`src/rtl/hazard_scoreboard_pkg.sv`:
```
// Shared types for the destination-tracking pipe: register index width,
// the per-stage destination record and the bubble constant.
package hazard_scoreboard_pkg;

    localparam int REG_W = 5;

    typedef struct packed {
        logic             valid;
        logic [REG_W-1:0] rd;
        logic             regwrite;
        logic             memread;
    } entry_t;

    localparam entry_t BUBBLE = '0;

endpackage

```
`src/rtl/hazard_scoreboard_stage_entry_reg.sv`:
```
// One destination record register; hold beats clear, clear beats load.
// Single-cycle load, no internal backpressure (hold is the freeze input).
module stage_entry_reg
    import hazard_scoreboard_pkg::*;
(
    input  logic   i_clk,
    input  logic   i_rst_n,
    input  logic   i_hold,
    input  logic   i_clear,
    input  entry_t i_d,
    output entry_t o_q
);

    entry_t r_q;

    always_ff @(posedge i_clk or negedge i_rst_n) begin
        if (!i_rst_n) begin
            r_q <= BUBBLE;
        end else if (!i_hold) begin
            if (i_clear) begin
                r_q <= BUBBLE;
            end else begin
                r_q <= i_d;
            end
        end
    end

    assign o_q = r_q;

endmodule

```
`src/rtl/hazard_scoreboard.sv`:
```
// EX/MEM/WB destination tags for forwarding plus load-use stall detection.
// Stall_o is combinational; memory wait freezes all three stages.
module hazard_scoreboard #(
    parameter int REG_W = 5,
    parameter int CNT_W = 16
) (
    input  logic             clk_i,
    input  logic             rst_i,
    input  logic             ID_Valid_i,
    input  logic [REG_W-1:0] ID_Rs1_i,
    input  logic [REG_W-1:0] ID_Rs2_i,
    input  logic [REG_W-1:0] ID_Rd_i,
    input  logic             ID_RegWrite_i,
    input  logic             ID_MemRead_i,
    input  logic             Flush_i,
    input  logic             Mem_Ready_i,
    output logic             Stall_o,
    output logic [REG_W-1:0] EX_Rd_o,
    output logic [REG_W-1:0] MEM_Rd_o,
    output logic [REG_W-1:0] WB_Rd_o,
    output logic             EX_RegWrite_o,
    output logic             MEM_RegWrite_o,
    output logic             WB_RegWrite_o,
    output logic [CNT_W-1:0] Stall_Count_o
);

    import hazard_scoreboard_pkg::*;

    entry_t           w_id_rec;
    entry_t           w_ex;
    entry_t           w_mem;
    entry_t           w_wb;
    logic             w_lu;
    logic             w_freeze;
    logic             w_ex_clear;
    logic [CNT_W-1:0] r_cnt;

    // A non-valid ID slot enters EX as a plain bubble; x0 never shows as a write.
    always_comb begin
        w_id_rec = BUBBLE;
        if (ID_Valid_i) begin
            w_id_rec.valid    = 1'b1;
            w_id_rec.rd       = ID_Rd_i;
            w_id_rec.regwrite = ID_RegWrite_i & (ID_Rd_i != '0);
            w_id_rec.memread  = ID_MemRead_i;
        end
    end

    assign w_lu = w_ex.valid & w_ex.memread & (w_ex.rd != '0) & ID_Valid_i &
                  ((w_ex.rd == ID_Rs1_i) | (w_ex.rd == ID_Rs2_i));

    assign w_freeze   = ~Mem_Ready_i;
    assign w_ex_clear = Flush_i | w_lu;
    assign Stall_o    = w_freeze | (w_lu & ~Flush_i);

    stage_entry_reg u_ex (
        .i_clk   (clk_i),
        .i_rst_n (rst_i),
        .i_hold  (w_freeze),
        .i_clear (w_ex_clear),
        .i_d     (w_id_rec),
        .o_q     (w_ex)
    );

    stage_entry_reg u_mem (
        .i_clk   (clk_i),
        .i_rst_n (rst_i),
        .i_hold  (w_freeze),
        .i_clear (1'b0),
        .i_d     (w_ex),
        .o_q     (w_mem)
    );

    stage_entry_reg u_wb (
        .i_clk   (clk_i),
        .i_rst_n (rst_i),
        .i_hold  (w_freeze),
        .i_clear (1'b0),
        .i_d     (w_mem),
        .o_q     (w_wb)
    );

    // Only bubbles actually inserted by load-use are counted; flush wins over lu.
    always_ff @(posedge clk_i or negedge rst_i) begin
        if (!rst_i) begin
            r_cnt <= '0;
        end else if (Mem_Ready_i && !Flush_i && w_lu && !(&r_cnt)) begin
            r_cnt <= r_cnt + CNT_W'(1);
        end
    end

    assign EX_Rd_o        = w_ex.rd;
    assign MEM_Rd_o       = w_mem.rd;
    assign WB_Rd_o        = w_wb.rd;
    assign EX_RegWrite_o  = w_ex.valid & w_ex.regwrite;
    assign MEM_RegWrite_o = w_mem.valid & w_mem.regwrite;
    assign WB_RegWrite_o  = w_wb.valid & w_wb.regwrite;
    assign Stall_Count_o  = r_cnt;

endmodule
```
`config.mk`:
```
export PLATFORM = sky130hd
export DESIGN_NAME = hazard_scoreboard
export DESIGN_NICKNAME = d
export VERILOG_FILES = /design/src/rtl/hazard_scoreboard_pkg.sv /design/src/rtl/hazard_scoreboard_stage_entry_reg.sv /design/src/rtl/hazard_scoreboard.sv
export SDC_FILE = /design/constraint.sdc
export NUM_CORES = 1
export LEC_CHECK = 0
export BUFFER_PORTS_ARGS = -buffer_cell sky130_fd_sc_hd__buf_2
export CAP_MARGIN = 40
export CORE_MARGIN = 4
export CORE_UTILIZATION = 51
export CTS_CLUSTER_DIAMETER = 80
export DETAILED_ROUTE_END_ITERATION = 8
export GPL_TIMING_DRIVEN = 0
export PLACE_DENSITY = 0.86
export REMOVE_ABC_BUFFERS = 1
export SETUP_SLACK_MARGIN = 0.02
export SLEW_MARGIN = 20
export SYNTH_ARGS = -nofsm -noshare
export SYNTH_HDL_FRONTEND = slang
export SYNTH_SLANG_ARGS = --single-unit
```
`constraint.sdc`:
```
create_clock -name clk_i -period 2.15 [get_ports clk_i]
set_input_delay 0.1075 -clock clk_i [delete_from_list [all_inputs] [get_ports clk_i]]
set_output_delay 0.1075 -clock clk_i [all_outputs]
set_load 0.02 [all_outputs]
```
Word-level counts from Yosys, hierarchy flattened

Cells that the tools add are included.

Equal/unequal tests: 2
Add/sub/neg operators: 1
Reduce and logical (&&, ||, !) cells: 8
Mux-type cells: 2
Bitwise operators: 14

Operator list:

| kind                                                            | number |
|---|---|
| 16-bit by 1-bit adder with 16-bit output, second input constant | 1 |
| 8-bit two-way mux                                               | 2 |
| 16-bit AND reduction                                            | 1 |
| 5-bit equality test                                             | 2 |
| 5-bit nonzero test                                              | 2 |
| 1-bit AND                                                       | 9 |
| 1-bit logical AND                                               | 3 |
| 1-bit bitwise OR                                                | 3 |
| 1-bit logical NOT                                               | 2 |
| 1-bit inverter                                                  | 2 |

Register bits: 38
Word-level logic and storage cells: 38
Output and inout port bits: 35

Longest topological paths before layout

Gate-level depths: netlist of run 1.

Word-level depth: 6
Mapped depth: 7
Mapped depth without buffers: 6

Hierarchy

Synthesis of run 1 repeated with hierarchy kept, for this count alone.

Cells, all modules: 205
Area, all modules: 2129.5 um^2

Modules (own cells, without submodules):

| module            | times used | cells an instance | area an instance (um^2) |
|---|---|---|---|
| hazard_scoreboard | 1          | 109               | 1127.3 |
| stage_entry_reg   | 3          | 32                | 334.1 |

Least setup slack after synthesis of run 1

No wires, ideal clock.

Path kind: reg-to-output
Start point: register u_ex.r_q, in the netlist u_ex.o_q[2]
End point: output Stall_o
Arrival: 1.742 ns
Setup slack: 0.300 ns
Stages on the path, launching flop included: 7
Data required time: 2.043 ns
Buffers on the path: 1
Path through: dfrtp_1 -> xnor2_1 -> nand3_1 -> o22ai_1 -> nand2b_1 -> buf_2 -> o21ai_0

Longest elaborated chain between the ends: 6

Ends and longest elaborated chain:

| element                  | RTL line                                | RTL |
|---|---|---|
| start: declaration       | hazard_scoreboard_stage_entry_reg.sv:14 | `entry_t r_q;` |
| start signal: assignment | hazard_scoreboard_stage_entry_reg.sv:23 | `r_q <= i_d;` |
| 5-bit nonzero test       | hazard_scoreboard.sv:49                 | `assign w_lu = w_ex.valid & w_ex.memread & (w_ex.rd != '0) & ID_Valid_i &` |
| 1-bit AND (2 in a row)   | hazard_scoreboard.sv:49                 |  |
| 1-bit AND *              | hazard_scoreboard.sv:49                 |  |
| 1-bit AND *              | hazard_scoreboard.sv:54                 | `assign Stall_o = w_freeze \| (w_lu & ~Flush_i);` |
| 1-bit bitwise OR *       | hazard_scoreboard.sv:54                 |  |
| end: declaration         | hazard_scoreboard.sv:17                 | `output logic Stall_o,` |

Mark *: on every way between the ends. The rest lies on a longest branch, timed or not.

Worst setup path after layout of run 1

Start point: register u_ex.r_q, in the netlist u_ex.o_q[3]
End point: register r_cnt[1] (netlist: Stall_Count_o[1])

Longest elaborated chain between the ends: 6

Ends and longest elaborated chain:

| element                          | RTL line                | RTL |
|---|---|---|
| 5-bit nonzero test               | hazard_scoreboard.sv:49 |  |
| 1-bit AND (2 in a row)           | hazard_scoreboard.sv:49 |  |
| 1-bit AND *                      | hazard_scoreboard.sv:49 |  |
| 1-bit logical AND * (2 in a row) | hazard_scoreboard.sv:87 | `end else if (Mem_Ready_i && !Flush_i && w_lu && !(&r_cnt)) begin` |
| end signal: assignment           | hazard_scoreboard.sv:88 | `r_cnt <= r_cnt + CNT_W'(1);` |
| end: declaration                 | hazard_scoreboard.sv:36 | `logic [CNT_W-1:0] r_cnt;` |

Marked as above.
A chain may end at the register's enable or synchronous reset.

==> reports/summary.txt, run 1 <==
status -> finished clean
detailed-route vias per instance -> 5.37
overall power consumption -> 1.47 mW
final max-slew violation count -> 0
number of vias after detailed routing -> 1385
leading post-synthesis cells by instance count -> 38 x dfrtp_1, 25 x xnor2_1, 15 x buf_4, 15 x mux2_2, 10 x nand3_1
PortBufs -> 56
highest ir drop seen on vdd -> 0.000407 V
fraction of the cycle the final worst path needs -> 96.2%
die extent in x -> 68.7 microns
Final setup viols -> 0
vias in the first global route -> 1282
max incr delay on CP -> 0.57 ns
initial cell density of the core -> 54.5%
number of buffers added by the clock tree synthesis step -> 5
kind of critical path -> flip-flop to flip-flop
Slowest cell on crit path -> or4_4
antenna violations before repair -> 0
GRT overflow -> 0
part of the Yosys area used for sequential elements -> 50.7%
destination of the worst hold path -> u_ex.o_q[4]
CTS clk-pin slew, worst paths -> 0.07 ns
Post-Synthesis Mean Instance Area -> 11.8 sq um
arrival time reported for the critical path endpoint -> 2.24 ns
highest net fanout along the worst path -> 6
reg2reg path depth -> 6
count of buffer and inverter cells on the critical path -> 1
multiplexer share of the synthesized area -> 9.00%
most frequent cell after synthesis -> dfrtp_1
Seq cells post-synth -> 38
share of the core filled with cells -> 66.8%
portion of total power attributed to the clock network -> 34.0%
kind of path behind the tightest hold check -> primary input to flip-flop
relative slew slack -> 66.7%
die area -> 4710 sq um
post-synthesis instance area -> 1880 sq um
combinational group share of total power -> 13.4%
EDFF count, synth -> 0
beginning of the worst register-to-register path -> u_ex.o_q[3]
maximum capacitance violations -> 0
Post-Synth Simple-Gate Area -> 12.9%
Sw Pwr -> 375 uW
first-pass GRT wire length -> 5930 microns
detailed placement HPWL -> 2690 microns
drt total wl -> 3790 microns
cell chain of the critical path -> or4_4 -> o2111ai_4 -> a311oi_4 -> buf_4 -> nand2_1 -> mux2_2
Antenna Cells -> 0
share of post-route cells with drive strength above 1 -> 44.3%
Most used DFF post-synth -> dfrtp_1
number of cells in the design after placement -> 242
Cells after Synth -> 159
I/O pins -> 57
root buffer selected by CTS -> clkbuf_8
# H-tree levels -> 2
RSZ-0062 raised after global routing -> false
count of final hold-check violations -> 0
hold-critical path depth -> 2
final antenna-violating net count -> 0
drt wl/cell -> 14.7 microns
Internal -> 1.10 mW
data required time of the critical path -> 2.32 ns
final critical-path required period -> 2.07 ns
total power per unit cell area -> 640 nW/um^2
net switching share of the total power -> 25.5%
P&R area growth vs syn -> 22.5%
routability congestion estimate -> 0.759
reported leakage power -> 1.15 nW
Worst Clk Skew -> 0.00345 ns
pin slew with the least headroom to its limit -> 0.497 ns
achievable clock frequency -> 484 MHz
xor/xnor cell area share of the yosys netlist -> 11.7%
number of search-and-repair iterations in the first detailed-routing pass -> 4
final non-filler cell total -> 258
Crit Reg-Reg Endpoint -> Stall_Count_o[1]
maximum buffer depth of the clock tree -> 2
vertical die dimension -> 68.7 microns
total number of placement rows -> 21
share of synthesized cell area in full adder, half adder and majority cells -> 0.667%
category of the worst setup path capture point -> flip-flop
detailed-route DRC error count -> 0
core region area -> 3440 sq um
share of async-settable or async-resettable flops after synthesis -> 100%
maximum number of pins on one net before global-route repair -> 39
critical path launch point type -> flip-flop
share of the synthesized area in the top cell type -> 50.7%
Synth Area in Compound Gates -> 6.87%
number of nets at the end of the flow -> 234
number of DRC markers in iteration 0 -> 54
Yosys top cell by area -> dfrtp_1
largest cells by area after synthesis -> dfrtp_1 51%, xnor2_1 12%, mux2_2 9.0%
Worst Hold Launch -> ID_Rd_i[2]
total number of clock tree sinks -> 38
category of cells accounting for the largest share of critical-path delay -> simple AND/OR/NAND/NOR gates
yosys synthesis warning count -> 0
post-route setup TNS -> 0 ns
overall global routing resource usage -> 17.0%
part of the power in registers -> 52.6%
source-to-sink clock delay at the later pin of the worst-skew pair -> 0.28 ns
R2R Setup Slk -> 0.08 ns
count of distinct cell types in the synthesized netlist -> 28
TritonCTS clock tree -> done
largest family of logic cells by synthesized area -> simple AND/OR/NAND/NOR gates
-- timing repair --
| item | 4_1_cts | 5_1_grt |
|---|---|---|
| endpoints found under the hold margin | 38 | 0 |
| buffers inserted | 3 | 3 |
| gates resized for setup | 6 | 2 |
| pin swaps | 2 | 1 |
| endpoints found under the setup margin | 8 | 6 |
| hold buffers | 1 | 0 |
-- worst reg2reg max path: cells and delay by family, from the launching register on --
kind,cells,cell delay (ns)
AOI/OAI and AO/OA,2,0.33
buffers and inverters,1,0.18
DFF,1,0.44
muxes,1,0.33
and+or+nand+nor,2,0.67
-- final cells by class --
class	instances	area, sq um
fillers	279	1140
flip-flops and latches	38	953
multi-input cells	98	820
repair buffers	65	363
clock buffers	6	82.6
well taps	46	57.6
clock inverters	2	12.5
inverters	3	11.3
-- worst max-delay path by stage --
stage                           from               end  slack (ns)  cells past startpoint
finish                   u_ex.o_q[3]  Stall_Count_o[1]        0.08                      6
global route        Stall_Count_o[0]  Stall_Count_o[8]       0.004                      8
CTS                      u_ex.o_q[3]  Stall_Count_o[1]        0.03                      6
detailed placement       u_ex.o_q[2]           Stall_o       -0.10                      6
global placement         u_ex.o_q[2]           Stall_o       -0.53                      6
floorplan                u_ex.o_q[2]           Stall_o       -0.22                      5
-- per-stage QoR --
stage               worst slack (ns)  instance area, sq um  hold WS, ns
floorplan                     -0.221                  1730       -0.188
global placement              -0.527                  2070        0.251
detailed placement            -0.100                  2090        0.250
CTS                           0.0251                  2240       0.0703
global route                 0.00448                  2300       0.0719
finish                        0.0820                  2300       0.0784
-- kinds of logic (layout without fill, tap and decap cells) --
group | after synthesis | in the layout
AOI/OAI and AO/OA | 13 | 13
xor gates and xnor gates | 25 | 25
adders and majority gates | 1 | 1
buffers and inverters | 23 | 76
DFF | 38 | 38
muxes | 15 | 15
and+or+nand+nor | 44 | 44
-- sequential cells by signal, indices dropped and copies added (netlist names) --
signal / count
u_ex.o_q: 8
u_mem.o_q: 7
Stall_Count_o: 16
u_wb.o_q: 7
-- cell usage in the layout (no fill, tap or decap), types with 2 or more instances in the layout --
cell | synthesis | layout
dfrtp_2 | 0 | 2
nand3_1 | 10 | 10
mux2_2 | 15 | 15
nor2_1 | 4 | 4
and3_1 | 7 | 7
nand4_1 | 8 | 8
and2_1 | 3 | 3
buf_2 | 3 | 56
clkbuf_8 | 0 | 6
inv_1 | 3 | 3
xnor2_1 | 25 | 25
buf_4 | 15 | 7
a32o_1 | 6 | 6
dfrtp_1 | 38 | 36
nand2_1 | 5 | 5
a22o_1 | 2 | 2
-- power groups by stage --
stage / clock, mW / sequential (mW) / combinational (mW)
final: 0.500 / 0.774 / 0.198
after global routing: 0.557 / 0.778 / 0.215
after CTS: 0.521 / 0.775 / 0.189
after detailed placement: 0 / 0.788 / 0.176
after global placement: 0 / 0.786 / 0.171
after floorplan: 0 / 0.810 / 0.0707
-- per-layer routing --
| metal | global-route usage [%] | wire length (microns) | vias to the layer above |
|---|---|---|---|
| met5 | 0 | 0 | - |
| met4 | 6.45 | 38 | 0 |
| met3 | 5.35 | 353 | 4 |
| met2 | 27.4 | 1750 | 69 |
| met1 | 21.3 | 1650 | 662 |
| li1 | - | - | 650 |
Power figures use the tool's default switching activity.
==> run 2, diff against run 1 <==
--- a/config.mk
+++ b/config.mk
@@ -8,7 +8,7 @@
 export BUFFER_PORTS_ARGS = -buffer_cell sky130_fd_sc_hd__buf_2
 export CAP_MARGIN = 40
 export CORE_MARGIN = 4
-export CORE_UTILIZATION = 51
+export CORE_UTILIZATION = 52
 export CTS_CLUSTER_DIAMETER = 80
 export DETAILED_ROUTE_END_ITERATION = 8
 export GPL_TIMING_DRIVEN = 0
@@ -18,4 +18,5 @@
 export SLEW_MARGIN = 20
 export SYNTH_ARGS = -nofsm -noshare
 export SYNTH_HDL_FRONTEND = slang
+export SYNTH_HIERARCHICAL = 1
 export SYNTH_SLANG_ARGS = --single-unit
==> reports/summary.txt, run 2 <==
status -> finished clean
part of the power in registers -> 52.9%
CTS clk-pin slew, worst paths -> 0.07 ns
highest ir drop seen on vdd -> 0.000454 V
destination of the worst hold path -> u_ex/o_q[7]
P&R area growth vs syn -> 24.0%
Antenna Cells -> 0
antenna violations before repair -> 0
cell chain of the critical path -> or4_4 -> o21a_4 -> nand3_1 -> nand2_1 -> buf_2
achievable clock frequency -> 511 MHz
relative slew slack -> 53.8%
Final setup viols -> 0
kind of path behind the tightest hold check -> primary input to flip-flop
net switching share of the total power -> 25.3%
critical path launch point type -> flip-flop
maximum capacitance violations -> 0
detailed placement HPWL -> 3260 microns
number of nets at the end of the flow -> 296
maximum buffer depth of the clock tree -> 2
Sw Pwr -> 362 uW
final critical-path required period -> 1.96 ns
number of search-and-repair iterations in the first detailed-routing pass -> 4
routability congestion estimate -> 0.792
fraction of the cycle the final worst path needs -> 91.1%
standard cell area after detailed placement -> 2420 sq um
routed length on met3 -> 209 microns
PortBufs -> 56
most common cell after layout, fill and taps aside -> buf_2
Crit Reg-Reg Endpoint -> Stall_Count_o[1]
GRT overflow -> 0
count of final hold-check violations -> 0
total number of clock tree sinks -> 38
number of buffers added by the clock tree synthesis step -> 5
RSZ-0062 raised after global routing -> false
post-route design area -> 2540 sq um
TritonCTS clock tree -> done
Routed met2 length -> 2150 microns
arrival time reported for the critical path endpoint -> 1.85 ns
I/O pins -> 57
combinational group share of total power -> 12.2%
drt wl/cell -> 13.2 microns
max incr delay on CP -> 0.57 ns
total power per unit cell area -> 562 nW/um^2
count of buffer and inverter cells on the critical path -> 1
detailed-route vias per instance -> 4.93
Cells after Synth -> 197
overall power consumption -> 1.43 mW
detailed-route DRC error count -> 0
reported leakage power -> 1.22 nW
WL met1 -> 1850 microns
Post-Synthesis Mean Instance Area -> 10.4 sq um
vertical die dimension -> 70.8 microns
pin slew with the least headroom to its limit -> 0.693 ns
hold-critical path depth -> 3
Internal -> 1.07 mW
total number of placement rows -> 22
final max-slew violation count -> 0
number of flip-flops in the largest register -> 16
Worst Hold Launch -> ID_Valid_i
beginning of the worst register-to-register path -> u_ex/o_q[4]
post-synthesis instance area -> 2050 sq um
Worst Clk Skew -> 0.00350 ns
data required time of the critical path -> 2.04 ns
drt total wl -> 4260 microns
category of cells accounting for the largest share of critical-path delay -> simple AND/OR/NAND/NOR gates
maximum number of pins on one net before global-route repair -> 46
core region area -> 3740 sq um
kind of critical path -> flip-flop to primary output
share of post-route cells with drive strength above 1 -> 32.1%
number of vias after detailed routing -> 1588
yosys synthesis warning count -> 6
category of the worst setup path capture point -> primary output
overall global routing resource usage -> 18.3%
top routing layer in use -> met4
final antenna-violating net count -> 0
vias in the first global route -> 1594
root buffer selected by CTS -> clkbuf_8
Slowest cell on crit path -> or4_4
most used cells in the layout excluding fill and tap cells -> 56 x buf_2, 38 x dfrtp_1, 27 x nand2_1
die area -> 5010 sq um
initial cell density of the core -> 54.7%
portion of total power attributed to the clock network -> 34.9%
R2R Setup Slk -> 0.24 ns
number of DRC markers in iteration 0 -> 71
# H-tree levels -> 2
reg2reg path depth -> 5
count of fill cells added during filler insertion -> 327
die extent in x -> 70.8 microns
highest net fanout along the worst path -> 6
first-pass GRT wire length -> 7370 microns
source-to-sink clock delay at the later pin of the worst-skew pair -> 0.28 ns
==> run 2: power groups by stage <==
| stage | Sequential [mW] | Clock (mW) | Combinational [mW] |
|---|---|---|---|
| after CTS | 0.755 | 0.513 | 0.178 |
| final | 0.755 | 0.498 | 0.175 |
| after global placement | 0.767 | 0 | 0.160 |
| after floorplan | 0.779 | 0 | 0.0816 |
| after global routing | 0.759 | 0.541 | 0.195 |
| after detailed placement | 0.769 | 0 | 0.169 |
==> run 2: worst max-delay path by stage <==
stage                           start          end  slack, ns  cells past startpoint
after global placement    u_ex/o_q[2]  u_ex/o_q[5]      -0.10                      7
after floorplan           u_ex/o_q[2]  u_ex/o_q[5]       0.13                      7
final                     u_ex/o_q[4]      Stall_o       0.19                      5
after CTS                 u_ex/o_q[3]      Stall_o       0.18                      5
after detailed placement  u_ex/o_q[2]  u_ex/o_q[5]      -0.15                      7
after global routing      u_ex/o_q[3]  u_ex/o_q[7]       0.08                      6
==> run 2: repair_timing <==
item,CTS,global route
endpoints found under the setup margin,9,0
gates resized for setup,1,0
setup buffers,2,0
endpoints found under the hold margin,11,0
hold buffers,1,0
==> run 2: worst reg2reg max path, cell delays in order (launching register included) <==
cell	delay [ns]
dfrtp_1	0.47
or4_4	0.58
o2111ai_4	0.26
nor2_4	0.11
nand2_4	0.09
mux2_4	0.29
==> run 2: final cells by class <==
type / instances / area (sq um) / share of cell area, %
sequential: 38 / 951 / 37.4
inverter: 2 / 7.51 / 0.295
clock buffer: 7 / 86.3 / 3.40
timing repair buffer: 60 / 325 / 12.8
clock inverter: 1 / 5.00 / 0.197
multi-input combinational: 166 / 1110 / 43.5
tap: 48 / 60.1 / 2.36
==> run 2: metal layers <==
layer | GRT usage (%) | vias up
li1 | - | 810
met1 | 23.2 | 739
met2 | 30.6 | 34
met3 | 4.12 | 5
met4 | 6.68 | 0
met5 | 0 | -
==> run 2: through the flow <==
step	worst slack [ns]	TNS [ns]	hold WS, ns	utilization, %	cells
final	0.192	0	0.148	67.9	322
after CTS	0.182	0	0.153	67.9	322
after global routing	0.0780	0	0.169	67.9	322
after floorplan	0.126	0	-0.188	-	206
after detailed placement	-0.149	-0.676	0.0139	64.6	311
after global placement	-0.104	-0.293	0.256	64.0	310
==> run 3, diff against run 2 <==
--- a/config.mk
+++ b/config.mk
@@ -8,13 +8,13 @@
 export BUFFER_PORTS_ARGS = -buffer_cell sky130_fd_sc_hd__buf_2
 export CAP_MARGIN = 40
 export CORE_MARGIN = 4
-export CORE_UTILIZATION = 52
+export CORE_UTILIZATION = 47
 export CTS_CLUSTER_DIAMETER = 80
 export DETAILED_ROUTE_END_ITERATION = 8
 export GPL_TIMING_DRIVEN = 0
-export PLACE_DENSITY = 0.86
+export PLACE_DENSITY = 0.82
 export REMOVE_ABC_BUFFERS = 1
-export SETUP_SLACK_MARGIN = 0.02
+export SKIP_CTS_REPAIR_TIMING = 1
 export SLEW_MARGIN = 20
 export SYNTH_ARGS = -nofsm -noshare
 export SYNTH_HDL_FRONTEND = slang
==> constraint.sdc (replaced) <==
create_clock -name clk_i -period 1.6 [get_ports clk_i]
set_input_delay 0.08 -clock clk_i [delete_from_list [all_inputs] [get_ports clk_i]]
set_output_delay 0.08 -clock clk_i [all_outputs]
set_load 0.02 [all_outputs]
==> reports/summary.txt, run 3 (same netlist as run 2, synthesis figures left out) <==
category of the worst setup path capture point -> primary output
overall power consumption -> 2.05 mW
die extent in x -> 74.0 microns
root buffer selected by CTS -> clkbuf_8
category of cells accounting for the largest share of critical-path delay -> simple AND/OR/NAND/NOR gates
detailed placement HPWL -> 3030 microns
I/O pins -> 57
status -> finished, violations left
relative slew slack -> 52.5%
total number of placement rows -> 23
final max-slew violation count -> 0
pin slew with the least headroom to its limit -> 0.711 ns
failing checks -> setup timing
drt wl/cell -> 15.5 microns
number of nets at the end of the flow -> 330
reg2reg path depth -> 5
Setup Slack @ Placement -> -0.642 ns
vias in the first global route -> 1446
# H-tree levels -> 2
CTS clk-pin slew, worst paths -> 0.07 ns
maximum capacitance violations -> 0
hold-critical path depth -> 3
arrival time reported for the critical path endpoint -> 1.83 ns
number of cells in the design after placement -> 312
first-pass GRT wire length -> 6830 microns
die area -> 5480 sq um
standard cell area after detailed placement -> 2400 sq um
GRT overflow -> 0
PortBufs -> 56
Final Worst Setup Slack -> -0.315 ns
total number of clock tree sinks -> 38
post-route setup TNS -> -5.06 ns
beginning of the worst register-to-register path -> u_ex/o_q[4]
number of flip-flops in the largest register -> 16
final antenna-violating net count -> 0
Slowest cell on crit path -> or4_4
Antenna Cells -> 0
detailed-route DRC error count -> 0
reported leakage power -> 1.48 nW
data required time of the critical path -> 1.52 ns
share of post-route cells with drive strength above 1 -> 53.2%
most common cell after layout, fill and taps aside -> buf_2
number of DRC markers in iteration 0 -> 115
initial cell density of the core -> 49.8%
vertical die dimension -> 74.0 microns
Final setup viols -> 25
fraction of the cycle the final worst path needs -> 120%
maximum number of pins on one net before global-route repair -> 46
count of buffer and inverter cells on the critical path -> 1
destination of the worst hold path -> u_ex/o_q[7]
RSZ-0062 raised after global routing -> true
max incr delay on CP -> 0.58 ns
routability congestion estimate -> 0.774
number of vias after detailed routing -> 1842
kind of path behind the tightest hold check -> primary input to flip-flop
antenna violations before repair -> 0
number of buffers added by the clock tree synthesis step -> 5
detailed-route vias per instance -> 5.15
post-route design area -> 3090 sq um
highest net fanout along the worst path -> 6
Worst Hold Launch -> ID_Valid_i
drt total wl -> 5540 microns
count of final hold-check violations -> 0
total power per unit cell area -> 662 nW/um^2
number of search-and-repair iterations in the first detailed-routing pass -> 4
overall global routing resource usage -> 16.3%
kind of critical path -> flip-flop to primary output
final critical-path required period -> 1.91 ns
R2R Setup Slk -> -0.31 ns
most used cells in the layout excluding fill and tap cells -> 55 x buf_2, 28 x dfrtp_1, 25 x buf_4
core region area -> 4120 sq um
final non-filler cell total -> 358
achievable clock frequency -> 522 MHz
critical path launch point type -> flip-flop
Worst Clk Skew -> 0.00630 ns
TritonCTS clock tree -> done
maximum buffer depth of the clock tree -> 2
P&R area growth vs syn -> 50.9%
highest ir drop seen on vdd -> 0.000503 V
Crit Reg-Reg Endpoint -> Stall_Count_o[1]
source-to-sink clock delay at the later pin of the worst-skew pair -> 0.29 ns
cell chain of the critical path -> or4_4 -> o21a_4 -> nand3_2 -> nand2_2 -> buf_6
[run 3: changes by cell type in the layout (fill, tap and decap cells not counted), sizes merged]
cell,change
buf,+33
o22ai,+1
[run 3: layer usage]
layer	vias to the layer above	routed length (microns)	track usage [%]
li1	887	-	-
met1	893	2050	21.3
met2	52	3020	25.6
met3	10	364	3.24
met4	0	106	8.45
met5	-	0	0
[run 3: area by class of cell]
type | instances | area [sq um]
multi-input cells | 167 | 1340
well taps | 50 | 62.6
inverters | 2 | 7.51
flip-flops and latches | 38 | 963
fillers | 276 | 1020
clock buffers | 7 | 86.3
repair buffers | 93 | 626
clock inverters | 1 | 5.00
[run 3: per-stage QoR]
step	util, %	hold WS (ns)
finish	75.2	0.114
global route	75.2	0.121
CTS	60.5	-0.0789
detailed placement	58.3	0.233
global placement	58.3	0.225
floorplan	-	-0.216
[run 3: worst min-delay path, cell delays in order]
cell,delay [ns]
buf_2,0.15
nand2b_1,0.07
o21ai_0,0.06
[run 3: worst max path at each step]
stage                       end   startpoint  cells past startpoint  slack (ns)
2_1_floorplan       u_ex/o_q[5]  u_ex/o_q[2]                      7       -0.42
3_3_place_gp        u_ex/o_q[5]  u_ex/o_q[2]                      7       -0.62
3_5_place_dp        u_ex/o_q[5]  u_ex/o_q[2]                      7       -0.64
4_1_cts                 Stall_o  u_ex/o_q[2]                      6       -0.71
5_1_grt        Stall_Count_o[1]  u_ex/o_q[4]                      5       -0.37
6_report                Stall_o  u_ex/o_q[4]                      5       -0.31
[run 3: report_power, final]
group | internal [mW] | total, mW | switching (mW)
Sequential | 0.987 | 1.01 | 0.0280
Clock | 0.348 | 0.679 | 0.332
Combinational | 0.168 | 0.353 | 0.185
